`config.mk`:
```
export PLATFORM = sky130hd
export DESIGN_NAME = flash_pattern_tester
export DESIGN_NICKNAME = d
export VERILOG_FILES = /design/src/rtl/flash_pattern_tester.sv
export SDC_FILE = /design/constraint.sdc
export NUM_CORES = 1
export LEC_CHECK = 0
export ABC_AREA = 1
export BUFFER_PORTS_ARGS = -buffer_cell sky130_fd_sc_hd__buf_2
export CORE_UTILIZATION = 35
export CTS_BUF_LIST = sky130_fd_sc_hd__clkbuf_4 sky130_fd_sc_hd__clkbuf_8 sky130_fd_sc_hd__clkbuf_16
export DETAILED_ROUTE_END_ITERATION = 8
export PLACE_DENSITY = 0.57
export SLEW_MARGIN = 20
export SYNTH_ARGS = -nofsm -noshare
export SYNTH_HDL_FRONTEND = slang
export SYNTH_SLANG_ARGS = --single-unit
```
`constraint.sdc`:
```
create_clock -name iCLK_28 -period 2.1 [get_ports iCLK_28]
set_clock_uncertainty 0.15 [all_clocks]
set_input_delay 0.21 -clock iCLK_28 [delete_from_list [all_inputs] [get_ports iCLK_28]]
set_output_delay 0.21 -clock iCLK_28 [all_outputs]
set_load 0.05 [all_outputs]
```
`src/rtl/flash_pattern_tester.sv`:
```
// Flash self-test sequencer: erase, blank check, pattern program and pattern verify
// over a word-address window, issued through a request/done command port.
module flash_pattern_tester #(
    parameter int unsigned ADDR_W = 22,
    parameter int unsigned DATA_W = 16,
    parameter int unsigned TMO_W  = 24,
    parameter int unsigned ERR_W  = 16
) (
    input  logic              iCLK_28,
    input  logic              iRESET,
    input  logic              iSTART,
    input  logic [1:0]        iMODE,
    input  logic              iSKIP_ERASE,
    input  logic [ADDR_W-1:0] iADDR_LO,
    input  logic [ADDR_W-1:0] iADDR_HI,
    output logic              oFL_REQ,
    output logic [3:0]        oFL_CMD,
    output logic [ADDR_W-1:0] oFL_ADDR,
    output logic [DATA_W-1:0] oFL_WDATA,
    input  logic              iFL_DONE,
    input  logic [DATA_W-1:0] iFL_RDATA,
    output logic              oBUSY,
    output logic              oDONE,
    output logic              oPASS,
    output logic              oFAIL,
    output logic              oTIMEOUT,
    output logic [2:0]        oPHASE,
    output logic [ERR_W-1:0]  oERR_CNT,
    output logic [ADDR_W-1:0] oERR_ADDR,
    output logic [DATA_W-1:0] oERR_DATA
);

    localparam int unsigned LOG_D = $clog2(DATA_W);

    localparam logic [2:0] S_IDLE   = 3'd0;
    localparam logic [2:0] S_ERASE  = 3'd1;
    localparam logic [2:0] S_BLANK  = 3'd2;
    localparam logic [2:0] S_PROG   = 3'd3;
    localparam logic [2:0] S_VERIFY = 3'd4;
    localparam logic [2:0] S_END    = 3'd5;

    localparam logic [3:0] CMD_PROG  = 4'h1;
    localparam logic [3:0] CMD_READ  = 4'h2;
    localparam logic [3:0] CMD_ERASE = 4'h4;

    localparam logic [TMO_W-1:0] TMO_ALL  = '1;
    localparam logic [TMO_W-1:0] TMO_LAST = TMO_ALL - TMO_W'(1);

    // Expected word for a given address under the selected pattern
    function automatic logic [DATA_W-1:0] pattern(input logic [1:0] mode,
                                                  input logic [ADDR_W-1:0] addr);
        case (mode)
            2'd0:    pattern = DATA_W'(addr);
            2'd1:    pattern = addr[0] ? {(DATA_W/2){2'b01}} : {(DATA_W/2){2'b10}};
            2'd2:    pattern = '0;
            default: pattern = DATA_W'(1) << addr[LOG_D-1:0];
        endcase
    endfunction

    logic [2:0]        state_q, state_d;
    logic [ADDR_W-1:0] lo_q, lo_d, hi_q, hi_d, ptr_q, ptr_d;
    logic [1:0]        mode_q, mode_d;
    logic              bad_range_q, bad_range_d;
    logic              req_q, req_d;
    logic [3:0]        cmd_q, cmd_d;
    logic [ADDR_W-1:0] addr_q, addr_d;
    logic [DATA_W-1:0] wdata_q, wdata_d;
    logic [TMO_W-1:0]  tmo_q, tmo_d;
    logic              busy_q, busy_d;
    logic              done_q, done_d;
    logic              pass_q, pass_d;
    logic              fail_q, fail_d;
    logic              timeout_q, timeout_d;
    logic [ERR_W-1:0]  err_cnt_q, err_cnt_d;
    logic [ADDR_W-1:0] err_addr_q, err_addr_d;
    logic [DATA_W-1:0] err_data_q, err_data_d;

    logic [DATA_W-1:0] exp_c;
    logic              mismatch_c;
    logic              last_c;

    // Read compare: blank check expects erased ones, verify expects the pattern
    always_comb begin
        exp_c      = (state_q == S_BLANK) ? {DATA_W{1'b1}} : pattern(mode_q, addr_q);
        mismatch_c = ((state_q == S_BLANK) || (state_q == S_VERIFY)) && (iFL_RDATA != exp_c);
        last_c     = (ptr_q == hi_q);
    end

    // Next-state and registered-output logic
    always_comb begin
        state_d     = state_q;
        lo_d        = lo_q;
        hi_d        = hi_q;
        ptr_d       = ptr_q;
        mode_d      = mode_q;
        bad_range_d = bad_range_q;
        req_d       = req_q;
        cmd_d       = cmd_q;
        addr_d      = addr_q;
        wdata_d     = wdata_q;
        tmo_d       = tmo_q;
        done_d      = 1'b0;
        pass_d      = pass_q;
        fail_d      = fail_q;
        timeout_d   = timeout_q;
        err_cnt_d   = err_cnt_q;
        err_addr_d  = err_addr_q;
        err_data_d  = err_data_q;

        case (state_q)
            S_IDLE: begin
                if (iSTART) begin
                    pass_d      = 1'b0;
                    fail_d      = 1'b0;
                    timeout_d   = 1'b0;
                    err_cnt_d   = '0;
                    err_addr_d  = '0;
                    err_data_d  = '0;
                    lo_d        = iADDR_LO;
                    hi_d        = iADDR_HI;
                    mode_d      = iMODE;
                    ptr_d       = iADDR_LO;
                    bad_range_d = (iADDR_HI < iADDR_LO);
                    if (iADDR_HI < iADDR_LO) begin
                        state_d = S_END;
                    end else if (iSKIP_ERASE) begin
                        state_d = S_PROG;
                    end else begin
                        state_d = S_ERASE;
                    end
                end
            end

            S_ERASE, S_BLANK, S_PROG, S_VERIFY: begin
                if (!req_q) begin
                    // One idle cycle after each command, then issue the next
                    req_d   = 1'b1;
                    tmo_d   = '0;
                    addr_d  = ptr_q;
                    wdata_d = '0;
                    case (state_q)
                        S_ERASE: cmd_d = CMD_ERASE;
                        S_PROG: begin
                            cmd_d   = CMD_PROG;
                            wdata_d = pattern(mode_q, ptr_q);
                        end
                        default: cmd_d = CMD_READ;
                    endcase
                end else if (iFL_DONE) begin
                    req_d = 1'b0;
                    if (mismatch_c) begin
                        if (err_cnt_q == '0) begin
                            err_addr_d = addr_q;
                            err_data_d = iFL_RDATA;
                        end
                        if (err_cnt_q != '1) begin
                            err_cnt_d = err_cnt_q + ERR_W'(1);
                        end
                    end
                    if (state_q == S_ERASE) begin
                        state_d = S_BLANK;
                    end else if (last_c) begin
                        // Equality stop so an all-ones HI never relies on wrap
                        ptr_d = lo_q;
                        case (state_q)
                            S_BLANK: state_d = S_PROG;
                            S_PROG:  state_d = S_VERIFY;
                            default: state_d = S_END;
                        endcase
                    end else begin
                        ptr_d = ptr_q + ADDR_W'(1);
                    end
                end else if (tmo_q == TMO_LAST) begin
                    req_d     = 1'b0;
                    timeout_d = 1'b1;
                    fail_d    = 1'b1;
                    pass_d    = 1'b0;
                    done_d    = 1'b1;
                    state_d   = S_IDLE;
                end else begin
                    tmo_d = tmo_q + TMO_W'(1);
                end
            end

            S_END: begin
                done_d  = 1'b1;
                pass_d  = (err_cnt_q == '0) && !bad_range_q;
                fail_d  = !((err_cnt_q == '0) && !bad_range_q);
                state_d = S_IDLE;
            end

            default: state_d = S_IDLE;
        endcase

        busy_d = (state_d != S_IDLE);
    end

    always_ff @(posedge iCLK_28) begin
        if (iRESET) begin
            state_q     <= S_IDLE;
            lo_q        <= '0;
            hi_q        <= '0;
            ptr_q       <= '0;
            mode_q      <= '0;
            bad_range_q <= 1'b0;
            req_q       <= 1'b0;
            cmd_q       <= '0;
            addr_q      <= '0;
            wdata_q     <= '0;
            tmo_q       <= '0;
            busy_q      <= 1'b0;
            done_q      <= 1'b0;
            pass_q      <= 1'b0;
            fail_q      <= 1'b0;
            timeout_q   <= 1'b0;
            err_cnt_q   <= '0;
            err_addr_q  <= '0;
            err_data_q  <= '0;
        end else begin
            state_q     <= state_d;
            lo_q        <= lo_d;
            hi_q        <= hi_d;
            ptr_q       <= ptr_d;
            mode_q      <= mode_d;
            bad_range_q <= bad_range_d;
            req_q       <= req_d;
            cmd_q       <= cmd_d;
            addr_q      <= addr_d;
            wdata_q     <= wdata_d;
            tmo_q       <= tmo_d;
            busy_q      <= busy_d;
            done_q      <= done_d;
            pass_q      <= pass_d;
            fail_q      <= fail_d;
            timeout_q   <= timeout_d;
            err_cnt_q   <= err_cnt_d;
            err_addr_q  <= err_addr_d;
            err_data_q  <= err_data_d;
        end
    end

    assign oFL_REQ   = req_q;
    assign oFL_CMD   = cmd_q;
    assign oFL_ADDR  = addr_q;
    assign oFL_WDATA = wdata_q;
    assign oBUSY     = busy_q;
    assign oDONE     = done_q;
    assign oPASS     = pass_q;
    assign oFAIL     = fail_q;
    assign oTIMEOUT  = timeout_q;
    assign oPHASE    = state_q;
    assign oERR_CNT  = err_cnt_q;
    assign oERR_ADDR = err_addr_q;
    assign oERR_DATA = err_data_q;

endmodule

```
# [After elaboration in Yosys (flattened, before gate mapping)]
# Index checks and enable logic that the tools add are counted.
[word_totals] ff_bits=198 inputBits=67
[classes] n_addsub=3 shift=2 magnitude_cmp=1 n_reduce_logical=20 eq_ne=22 bitwise_logic=1 mux=60
[op_table] cell="22-bit 2-to-1 mux" n=10
[op_table] cell="16-bit 2-to-1 mux" n=13
[op_table] cell="16-bit one-hot mux with 3 select lines" n=2
[op_table] cell="22-bit one-hot mux with 2 select lines" n=2
[op_table] cell="24-bit 2-to-1 mux" n=3
[op_table] cell="16-bit one-hot mux with 2 select lines" n=2
[op_table] cell="1-bit by 4-bit left shift with 16-bit output, first input constant" n=2
[op_table] cell="24-bit by 1-bit adder with 24-bit output, second input constant" n=1
[op_table] cell="24-bit == test, second input constant" n=1
[op_table] cell="22-bit by 1-bit adder with 22-bit output, second input constant" n=1
[op_table] cell="22-bit == test" n=1
[op_table] cell="22-bit less-than comparator" n=1
[op_table] cell="2-bit != test, second input constant" n=11
[op_table] cell="3-bit 2-to-1 mux" n=7
[op_table] cell="3-bit one-hot mux with 2 select lines" n=3
[op_table] cell="16-bit by 1-bit adder with 16-bit output, second input constant" n=1
[op_table] cell="16-bit logical NOT" n=1
[op_table] cell="16-bit != test" n=1
[op_table] cell="16-bit != test, second input constant" n=1
[op_table] cell="5-bit AND reduction" n=3
[op_table] cell="1-bit 2-to-1 mux" n=13
[op_table] cell="6-bit AND reduction" n=2
[op_table] cell="3-bit by 2-bit == test with 1-bit output, second input constant" n=2
[op_table] cell="3-bit == test, second input constant" n=2
[op_table] cell="other kinds (17)" n=23

# [Logic depth before layout (Yosys ltp)]
# Gate-level depths: netlist (run 1).
[depth] depth_word=9 mapped_depth=19 depth_no_buf=15

# [Worst setup path after synthesis (run 1)]
# No wires, ideal clock.
[synth_path] path_type="register to register" start="reg state_q[1], in the netlist oPHASE[1]" end="reg err_cnt_q[0], in the netlist oERR_CNT[0]" arrival_time_ns=2.393 path_stages_with_launch=14 path_buffers=3 setup_time_ns=0.114 synth_period_minus_slack_ns=2.657 path_slack_ns=-0.557 cell_sequence="dfxtp_1 > buf_2 > nor2_1 > inv_1 > o21a_1 > nand2_2 > nand2_2 > buf_6 > o21ai_2 > nor3b_4 > nand3_4 > buf_2 > a21oi_1 > nor2_1"
[synth_between] elab_chain_len=6
[synth_rtl] element="from (decl)" line="60" rtl="logic [2:0] state_q, state_d;"
[synth_rtl] element="from (signal assigned)" line="220" rtl="state_q <= state_d;"
[synth_rtl] element="3-bit by 2-bit == test with 1-bit output" line="84, 85, 110"
[synth_rtl] element="16-bit 2-to-1 mux" line="84" rtl="exp_c = (state_q == S_BLANK) ? {DATA_W{1'b1}} : pattern(mode_q, addr_q);"
[synth_rtl] element="16-bit != test" line="85" rtl="mismatch_c = ((state_q == S_BLANK) || (state_q == S_VERIFY)) && (iFL_RDATA != exp_c);"
[synth_rtl] element="1-bit logical AND" line="85"
[synth_rtl] element="2-bit != test (no line)"
[synth_rtl] element="6-bit AND reduction (no line)"
[synth_rtl] element="to (signal assigned)" line="236" rtl="err_cnt_q <= err_cnt_d;"
[synth_rtl] element="to (decl)" line="74" rtl="logic [ERR_W-1:0] err_cnt_q, err_cnt_d;"
# Several ways; a longest one is shown, not always the timed one.
# A chain may end at the register's enable or synchronous reset.

# [Worst setup path in the final report (run 1)]
[layout_path] start="reg addr_q[0], in the netlist oFL_ADDR[0]" end="reg err_addr_q[12], in the netlist oERR_ADDR[12]"
[layout_between] elab_chain_len=7
[layout_rtl] element="from (decl)" line="66" rtl="logic [ADDR_W-1:0] addr_q, addr_d;"
[layout_rtl] element="from (signal assigned)" line="228" rtl="addr_q <= addr_d;"
[layout_rtl] element="1-bit by 4-bit left shift with 16-bit output / 16-bit 2-to-1 mux (equally long branches)" line="56, 54"
[layout_rtl] element="16-bit one-hot mux with 3 select lines *" line="52" rtl="case (mode)"
[layout_rtl] element="16-bit 2-to-1 mux *" line="84"
[layout_rtl] element="16-bit != test *" line="85"
[layout_rtl] element="1-bit logical AND *" line="85"
[layout_rtl] element="2-bit != test (no line) *"
[layout_rtl] element="6-bit AND reduction (no line) *"
[layout_rtl] element="to (signal assigned)" line="237" rtl="err_addr_q <= err_addr_d;"
[layout_rtl] element="to (decl)" line="75" rtl="logic [ADDR_W-1:0] err_addr_q, err_addr_d;"
# Every way passes the cells marked *; elsewhere a longest branch is shown, timed or not.

==> flow_metrics.tcl, run 1 <==
set metrics [dict create \
    status "finished with violations" \
    failed_checks "negative setup slack" \
    synth.area.top_cells "dfxtp_1 36%, nand2_1 14%, inv_1 8.1%" \
    grt_use_met3_pct 3.17 \
    gp_congestion 0.960 \
    start_kind "register" \
    use_met2_pct 41.2 \
    dieArea_um2 32400 \
    final_cell_area_um2 17300 \
    area_growth_pct 56.1 \
    slew_violations 0 \
    avgViaCountPerCell 4.92 \
    grt.met1_usage_pct 31.6 \
    synth-async-reset-ratio_pct 0 \
    drcViolationCount 0 \
    cts_tree "yes" \
    max_slew_margin_pct 56.7 \
    cts_buffers 17 \
    cp_max_fo 7 \
    clkTransAtPathRegs_ns 0.08 \
    num-nets-final 2277 \
    antenna_found_initial 2 \
    ys_types 46 \
    synth.most_common_cell "nand2_1" \
    layout-drive-gt1-share_pct 34.9 \
    synthTopCellsByCount "407 x nand2_1, 238 x inv_1, 205 x nor2_1, 197 x dfxtp_1, 172 x a21oi_1" \
    clockRootBuffer "clkbuf_16" \
    first_pass_iters 7 \
    irDropWorstVdd_v 0.000823 \
    wire_per_inst_um 16.1 \
    clk_latency_ns 0.46 \
    synth.top_cell.area_share_pct 35.6 \
    setup_viol 97 \
    syn_area_um2 11100 \
    initial_core_util_pct 35.9 \
    core_um2 30900 \
    synth_edf_count 0 \
    fp-row-count 64 \
    grt.busiest_layer "met2" \
    ys_seq_area_share_pct 35.6 \
    via_count 12700 \
    power_density_nw_per_um2 945 \
    max_freq_mhz 428 \
    leakagePower_nw 8.28 \
    dpl-instance-area_um2 13900 \
    synth_area_per_cell_um2 6.43 \
    max_cap_viol_count 0 \
    die_x_um 180 \
    worstPathRequired_ns 2.30 \
    grt_max_degree 47 \
    grt_overflow 0 \
    grt_use_total_pct 24.2 \
    critPathKind "reg2reg" \
    syn_inst 1724 \
    synth_top_area_cell "dfxtp_1" \
    ios 172 \
    ant_nets 0 \
    setup_slack_ns -0.238 \
    ys_ff_latch 197 \
    syn-num-nets 1822 \
    rsz0062_at_grt "yes" \
    clock-sinks 197 \
    ys.flop_type "dfxtp_1" \
    tightest_slew_ns 0.649 \
    cp.arrival_ns 2.54 \
    pre_cts_ws_ns -0.382 \
    fin_crit_ns 2.34 \
    stdcell_count 2589 \
    finalHoldViolCount 0 \
    htree_levels 4 \
    grt_pass1_vias 11800 \
    nFillCells 2876 \
    wirelength_um 41800 \
    fin_util_pct 56.0 \
    hpwlAfterDp_um 28600 \
    place_inst 2427 \
    ctsLongestPathBuffers 2 \
    holdWs_ns 0.00915 \
    critPathCaptureType "register" \
    die_y_um 180 \
    min_period_over_period_pct 111 \
    yosysWarnings 0 \
    grt_pass1_wl_um 62200 \
    io_buffers 170 \
    hold_path_class "in2reg" \
    drt_iter0_markers 768 \
]
==> cell usage in the layout, fill, tap and decap left out, drive strengths merged, types with 5 or more instances in the layout <==
cell type and instances:
buf 440, nand2 410, inv 254, nor2 208, dfxtp 197, a21oi 173
o21ai 146, nand3 78, dlygate4sd3 60, nor3 41, nand4 31, ha 31
xor2 28, clkbuf 27, xnor2 16, o211ai 9, o21bai 5, nor4 5
==> routing by layer <==
| metal | wire length, um | part of all wire [%] |
|---|---|---|
| met1 | 18300 | 44 |
| met2 | 20200 | 48 |
| met3 | 2080 | 5.0 |
| met4 | 1130 | 2.7 |
| met5 | 10 | 0.024 |
==> worst paths after layout <==
kind	cells after the start	to	from	slack, ns
worst max-delay path	17	oERR_ADDR[12]	oFL_ADDR[0]	-0.24
worst min-delay path	4	ptr_q[5]	iADDR_LO[5]	0.009
worst max register to register	17	oERR_ADDR[12]	oFL_ADDR[0]	-0.24
worst min register to register	2	lo_q[13]	lo_q[13]	0.30
==> worst max-delay path, cell delays in order (launching register included) <==
cell        delay (ns)
dfxtp_4           0.40
clkinvlp_4        0.16
nand3_4           0.15
nand2_8           0.09
inv_6             0.07
nand3_2           0.06
nand2_1           0.07
nand2_1           0.05
nor2_1            0.11
nand2_1           0.09
nor2_4            0.15
nand3_4           0.11
nand4_4           0.15
buf_12            0.14
buf_12            0.13
nand2_1           0.05
nand2_1           0.06
nor2_1            0.05
==> what timing repair did <==
action	CTS	global route
gates resized for setup	107	310
buffers inserted	19	38
hold buffers	60	1
endpoints found under the setup margin	104	110
pin swaps	23	97
endpoints found under the hold margin	64	2
gates cloned	9	10
==> flip-flops by register name, summed over array words and instances, names as in the netlist, 2 cells and up <==
signal and cells:
ptr_q 22, oERR_CNT 16, lo_q 22, oERR_DATA 16, oFL_CMD 3, oFL_ADDR 22, mode_q 2, oPHASE 3
oERR_ADDR 22, oFL_WDATA 16, tmo_q 24, hi_q 22
==> stage by stage <==
| step | power [mW] | setup TNS, ns |
|---|---|---|
| after global routing | 17.2 | -25.50 |
| after global placement | 11.0 | -21.42 |
| final | 16.4 | -11.85 |
| after detailed placement | 11.1 | -24.39 |
| after floorplan | 8.87 | -5.18 |
| after CTS | 15.2 | -9.31 |
==> report_power, final <==
group,internal [mW],switching [mW]
registers,4.35,0.427
logic,3.15,5.01
clock network,1.70,1.73
total,9.20,7.17
==> cell type report <==
cell class | instances | area, um^2 | share of cell area, %
Timing Repair Buffer | 512 | 4210 | 24.3
Sequential cell | 197 | 4010 | 23.2
Clock inverter | 15 | 166 | 0.961
Multi-Input combinational cell | 1203 | 7030 | 40.6
Inverter | 248 | 980 | 5.66
Antenna cell | 1 | 2.50 | 0.0144
Tap cell | 396 | 495 | 2.86
Clock buffer | 17 | 425 | 2.46
==> kinds of logic (layout without fill, tap and decap cells) <==
kind of cell / Yosys count / in the layout / synth area share [%]
buffers and inverters: 328 / 792 / 11.7
other: 1 / 2 / 0.0338
xor gates and xnor gates: 44 / 44 / 3.47
and+or+nand+nor: 775 / 779 / 29.3
adders and majority gates: 31 / 31 / 3.50
AOI/OAI and AO/OA: 348 / 348 / 16.4
DFF: 197 / 197 / 35.6
Note: power is estimated with default switching activity, not from simulation.
==> run 2: changes to the inputs <==
--- a/config.mk
+++ b/config.mk
@@ -11,6 +11,8 @@
 export CTS_BUF_LIST = sky130_fd_sc_hd__clkbuf_4 sky130_fd_sc_hd__clkbuf_8 sky130_fd_sc_hd__clkbuf_16
 export DETAILED_ROUTE_END_ITERATION = 8
 export PLACE_DENSITY = 0.57
+export REMOVE_ABC_BUFFERS = 1
+export SETUP_SLACK_MARGIN = 0.1
 export SLEW_MARGIN = 20
 export SYNTH_ARGS = -nofsm -noshare
 export SYNTH_HDL_FRONTEND = slang
==> run 2 against run 1 <==
The run ends with negative hold slack, negative setup slack left. Worst setup slack improved by 0.0057 ns. Clock power up 2%. Utilization rose by 0.56 points. Highest routed layer unchanged. Critical path type unchanged. Final cell count is 0.42% higher. Sequential share of layout area decreased by 0.29 points. Register-to-register slack barely moved. Via count is 2.1% higher. Die area is the same.
==> flow_metrics.tcl, run 2 (synthesized netlist as in run 1, its figures left out) <==
set metrics [dict create \
    tightest_slew_ns 0.827 \
    wire_per_inst_um 16.3 \
    first_pass_iters 5 \
    io_buffers 170 \
    mostFrequentLayoutCell "nand2_1" \
    finalHoldViolCount 1 \
    clockRootBuffer "clkbuf_16" \
    setup_slack_ns -0.232 \
    gp_congestion 0.915 \
    min_period_over_period_pct 111 \
    area_growth_pct 57.7 \
    cts_tree "yes" \
    initial_core_util_pct 35.9 \
    dieArea_um2 32400 \
    avgViaCountPerCell 5.00 \
    nFillCells 2863 \
    pre_cts_ws_ns -0.319 \
    antenna_found_initial 1 \
    place_inst 2422 \
    via_count 13000 \
    regMostFlops "tmo_q" \
    power_density_nw_per_um2 937 \
    rsz0062_at_grt "yes" \
    critPathCaptureType "register" \
    leakagePower_nw 8.37 \
    irDropWorstVdd_v 0.000657 \
    grt_max_degree 64 \
    max_slew_margin_pct 44.8 \
    fin_crit_ns 2.33 \
    slew_violations 0 \
    setup_viol 77 \
    core_um2 30900 \
    die_x_um 180 \
    status "finished with violations" \
    largest_reg_flops 24 \
    max_freq_mhz 429 \
    start_kind "register" \
    num-nets-final 2290 \
    fp-row-count 64 \
    ant_nets 0 \
    clkTransAtPathRegs_ns 0.08 \
    grt_overflow 0 \
    stdcell_count 2600 \
    drt_iter0_markers 907 \
    worstPathRequired_ns 2.35 \
    final.setup.tns_ns -9.83 \
    critPathKind "reg2reg" \
    grt_pass1_wl_um 63100 \
    holdWs_ns -0.0119 \
    ctsLongestPathBuffers 2 \
    drcViolationCount 0 \
    max_cap_viol_count 0 \
    wirelength_um 42400 \
    hold_path_class "in2reg" \
    layout-drive-gt1-share_pct 35.8 \
    clk_latency_ns 0.46 \
    failed_checks "negative hold slack, negative setup slack" \
    cp_max_fo 11 \
    hpwlAfterDp_um 27300 \
    die_y_um 180 \
    htree_levels 4 \
    clock-sinks 197 \
    grt_use_total_pct 24.4 \
    final_cell_mix "343 x nand2_1, 214 x inv_1, 207 x buf_4" \
    diodes 0 \
    cp.arrival_ns 2.58 \
    fin_util_pct 56.6 \
    ios 172 \
    cts_buffers 17 \
    grt_pass1_vias 11900 \
]
## run 2: changes by cell type in the layout (fill, tap and decap cells not counted), moves of 11 or more
cell	previous run	this run
inv_1	226	214
nor2_1	169	158
buf_6	34	50
a21oi_1	135	146
## run 2: cell type report
class | count | area (um^2) | area share, %
Timing Repair inverter | 1 | 6.26 | 0.0358
Sequential cell | 197 | 4000 | 22.9
Inverter | 248 | 976 | 5.58
Timing Repair Buffer | 525 | 4360 | 24.9
Clock buffer | 19 | 453 | 2.59
Clock inverter | 12 | 154 | 0.880
Tap cell | 396 | 495 | 2.83
Multi-Input combinational cell | 1202 | 7050 | 40.3
## run 2: path summary, 6_finish.rpt
check	end	start	slack, ns	cells past startpoint
hold reg to reg	oFL_CMD[0]	oFL_CMD[0]	0.30	2
hold / removal	ptr_q[2]	iADDR_LO[2]	-0.01	4
setup reg to reg	oERR_DATA[5]	mode_q[0]	-0.23	16
setup / recovery	oERR_DATA[5]	mode_q[0]	-0.23	16
## run 2: metal layers
metal | vias up | share of wire [%] | GRT usage [%] | wire length [um]
met5 | - | 0.031 | 0 | 13
met4 | 2 | 2.9 | 6.36 | 1220
met3 | 70 | 5.7 | 3.74 | 2400
met2 | 420 | 48 | 41.6 | 20200
met1 | 6056 | 44 | 32.1 | 18500
li1 | 6458 | - | - | -
## run 2: timing repair
action / in CTS / in global routing
pin swaps: 58 / 120
endpoints found under the hold margin: 69 / 6
gates resized for setup: 206 / 280
setup endpoints to repair: 140 / 133
cloned: 10 / 11
hold buffers: 62 / 4
buffers inserted: 30 / 42
## run 2: report_power, final
part           switching, mW  total, mW  internal (mW)
Combinational           5.00       8.10           3.10
Sequential             0.446       4.79           4.35
Clock                   1.57       3.50           1.93
## run 2: per-stage QoR
stage,instance area (um^2),total power [mW],hold WS (ns)
global route,17500,17.3,0.0134
finish,17500,16.4,-0.0119
floorplan,10700,8.57,0.129
global placement,13800,10.7,0.279
detailed placement,13800,10.7,0.285
CTS,16000,15.1,0.00181
## run 2: worst max-delay path, stage by stage (launching register included)
cell	delay, ns
dfxtp_4	0.39
buf_6	0.13
nand3_4	0.11
nand2_8	0.09
nor2_4	0.13
nand2_1	0.06
nand2_1	0.07
nand2_2	0.06
nor2_2	0.09
nand2_2	0.08
nor2_2	0.15
nand3_4	0.13
nand4_4	0.15
buf_6	0.16
clkbuf_16	0.16
nor2_1	0.04
nor2_1	0.11
==> run 3: changes to the inputs <==
--- a/config.mk
+++ b/config.mk
@@ -10,7 +10,7 @@
 export CORE_UTILIZATION = 35
 export CTS_BUF_LIST = sky130_fd_sc_hd__clkbuf_4 sky130_fd_sc_hd__clkbuf_8 sky130_fd_sc_hd__clkbuf_16
 export DETAILED_ROUTE_END_ITERATION = 8
-export PLACE_DENSITY = 0.57
+export PLACE_DENSITY = 0.55
 export REMOVE_ABC_BUFFERS = 1
 export SETUP_SLACK_MARGIN = 0.1
 export SLEW_MARGIN = 20
==> constraint.sdc (replaced) <==
create_clock -name iCLK_28 -period 2.8 [get_ports iCLK_28]
set_clock_uncertainty 0.15 [all_clocks]
set_input_delay 0.28 -clock iCLK_28 [delete_from_list [all_inputs] [get_ports iCLK_28]]
set_output_delay 0.28 -clock iCLK_28 [all_outputs]
set_load 0.05 [all_outputs]
==> run 3 against run 2 <==
The flow now finishes without violations. First-iteration DRC count down 21%. Total power is 36% lower. Worst hold slack better by 0.036 ns. Critical path depth unchanged. Register-to-register slack better by 0.55 ns. Worst setup slack improved by 0.55 ns. Final area is 22% lower. Wire length decreased by 13%. Non-clock buffer count down 258. Combinational power is 47% lower. Largest cell class unchanged.
==> flow_metrics.tcl, run 3 (synthesized netlist as in run 1, its figures left out) <==
set metrics [dict create \
    holdWs_ns 0.0239 \
    wirelength_um 36900 \
    grt_use_total_pct 22.3 \
    leakagePower_nw 6.58 \
    hold_path_class "in2reg" \
    fin_crit_ns 2.48 \
    grt_overflow 0 \
    max_cap_viol_count 0 \
    crit_path_top_delay_cell "dfxtp_1" \
    mostFrequentLayoutCell "nand2_1" \
    setup_viol 0 \
    pre_cts_ws_ns -0.0149 \
    r2r_start "oPHASE[2]" \
    wire_per_inst_um 15.8 \
    cp_max_fo 19 \
    area_growth_pct 23.5 \
    core_um2 30900 \
    setup_slack_ns 0.319 \
    gp_congestion 0.895 \
    hpwlAfterDp_um 26400 \
    clock-sinks 197 \
    cts_tree "yes" \
    crit_family "simple AND/OR/NAND/NOR gates" \
    critPathKind "reg2reg" \
    nFillCells 3290 \
    start_kind "register" \
    max_slew_margin_pct 48.0 \
    min_period_over_period_pct 88.6 \
    critical_path.most_common_cell "nand2_1" \
    worstHoldPathCells 5 \
    num-nets-final 2029 \
    largest_reg_flops 24 \
    clk_latency_ns 0.46 \
    layout-drive-gt1-share_pct 15.3 \
    antenna_found_initial 0 \
    power_density_nw_per_um2 760 \
    finalHoldViolCount 0 \
    worstPathRequired_ns 3.00 \
    critPathCaptureType "register" \
    path_cells "inv_2 -> nand3_4 -> nand2_2 -> nor2_2 -> nand2_1 -> nand2_1 -> nand2_1 -> nor2_1 -> nand2_1 -> nor2_2 -> nand3_4 -> nand4_4 -> clkbuf_16 -> nand2_1 -> nand2_1 -> nor2_1" \
    diodes 0 \
    ant_nets 0 \
    ios 172 \
    irDropWorstVdd_v 0.000413 \
    clkTransAtPathRegs_ns 0.08 \
    fp-row-count 64 \
    initial_core_util_pct 35.9 \
    r2r_slack_ns 0.32 \
    max_freq_mhz 403 \
    tightest_slew_ns 0.771 \
    grt_pass1_wl_um 57500 \
    grt_max_degree 77 \
    hold_end "oERR_DATA[15]" \
    min_from "iFL_RDATA[15]" \
    regMostFlops "tmo_q" \
    final_cell_mix "405 x nand2_1, 237 x inv_1, 199 x nor2_1" \
    final_cell_area_um2 13700 \
    dpl-instance-area_um2 12500 \
    slew_violations 0 \
    drcViolationCount 0 \
    die_x_um 180 \
    first_pass_iters 5 \
    clockRootBuffer "clkbuf_16" \
    reg2reg_to "oERR_ADDR[12]" \
    grt_pass1_vias 10700 \
    die_y_um 180 \
    via_count 11500 \
    ctsLongestPathBuffers 2 \
    rr_worst_depth 16 \
    cts_buffers 17 \
    avgViaCountPerCell 4.92 \
    rsz0062_at_grt "yes" \
    io_buffers 170 \
    status "finished, final reports clean" \
    max_stage_delay_ns 0.40 \
    cp.buffers_inverters 2 \
    dieArea_um2 32400 \
    cp.arrival_ns 2.68 \
    htree_levels 4 \
    drt_iter0_markers 718 \
]
## run 3: changes by cell type in the layout (fill, tap and decap cells not counted), moves of 24 or more
cell     delta
o21ai_1    -27
nand2_2    -40
nand3_1    +26
nor2_1     +41
buf_4     -164
a21oi_1    +26
a21oi_2    -25
nand2_1    +62
buf_6      -49
o21ai_0    +46
dfxtp_1    +24
## run 3: per-layer routing
| metal | part of all wire [%] | global-route usage (%) | vias to the layer above |
|---|---|---|---|
| li1 | - | - | 5905 |
| met1 | 49 | 30.5 | 5283 |
| met2 | 45 | 36.5 | 282 |
| met3 | 4.1 | 3.11 | 40 |
| met4 | 2.0 | 6.77 | 0 |
| met5 | 0 | 0 | - |
## run 3: cell type report
class / instances / area [um^2] / share of cell area, %
multi-input combinational: 1200 / 5910 / 43.1
tap: 396 / 495 / 3.62
sequential: 197 / 3950 / 28.9
inverter: 248 / 935 / 6.82
timing repair buffer: 267 / 1820 / 13.3
clock buffer: 18 / 439 / 3.21
clock inverter: 13 / 144 / 1.05
## run 3: metrics by stage
stage,TNS (ns),instances,utilization [%],total power [mW]
after floorplan,-121.35,1644,-,6.42
after global placement,-0.0439,2254,40.4,7.67
after detailed placement,-0.104,2254,40.4,7.69
after CTS,0,2329,43.7,10.3
after global routing,0,2339,44.3,11.0
final,0,2339,44.3,10.4
## run 3: report_power, final
group / internal, mW / switching, mW / total, mW
Sequential: 3.24 / 0.360 / 3.60
Clock: 1.28 / 1.23 / 2.51
Combinational: 1.26 / 3.04 / 4.30
Total: 5.78 / 4.63 / 10.4
## run 3: worst reg2reg max path, cell delays in order, from the launching register on
cell and delay [ns]:
dfxtp_1 0.40, inv_2 0.10, nand3_4 0.13, nand2_2 0.16, nor2_2 0.16, nand2_1 0.07, nand2_1 0.06, nand2_1 0.05
nor2_1 0.09, nand2_1 0.11, nor2_2 0.19, nand3_4 0.12, nand4_4 0.16, clkbuf_16 0.24, nand2_1 0.07, nand2_1 0.06
nor2_1 0.04
## run 3: what timing repair did
action | CTS | global route
pin swaps | 0 | 4
resized for setup | 2 | 19
gates cloned | 0 | 4
hold endpoints to repair | 49 | 0
endpoints found under the setup margin | 38 | 65
hold buffers | 44 | 0
buffers inserted | 0 | 6
## run 3: worst max path at each step
stage	start	endpoint	slack, ns	depth (start not counted)
finish	oPHASE[2]	oERR_ADDR[12]	0.32	16
global route	oPHASE[1]	tmo_q[8]	0.09	12
CTS	mode_q[0]	oERR_ADDR[8]	0.10	15
detailed placement	mode_q[1]	oERR_ADDR[8]	-0.01	16
global placement	mode_q[1]	oERR_ADDR[8]	-0.03	16
floorplan	oPHASE[2]	oERR_ADDR[0]	-1.29	11
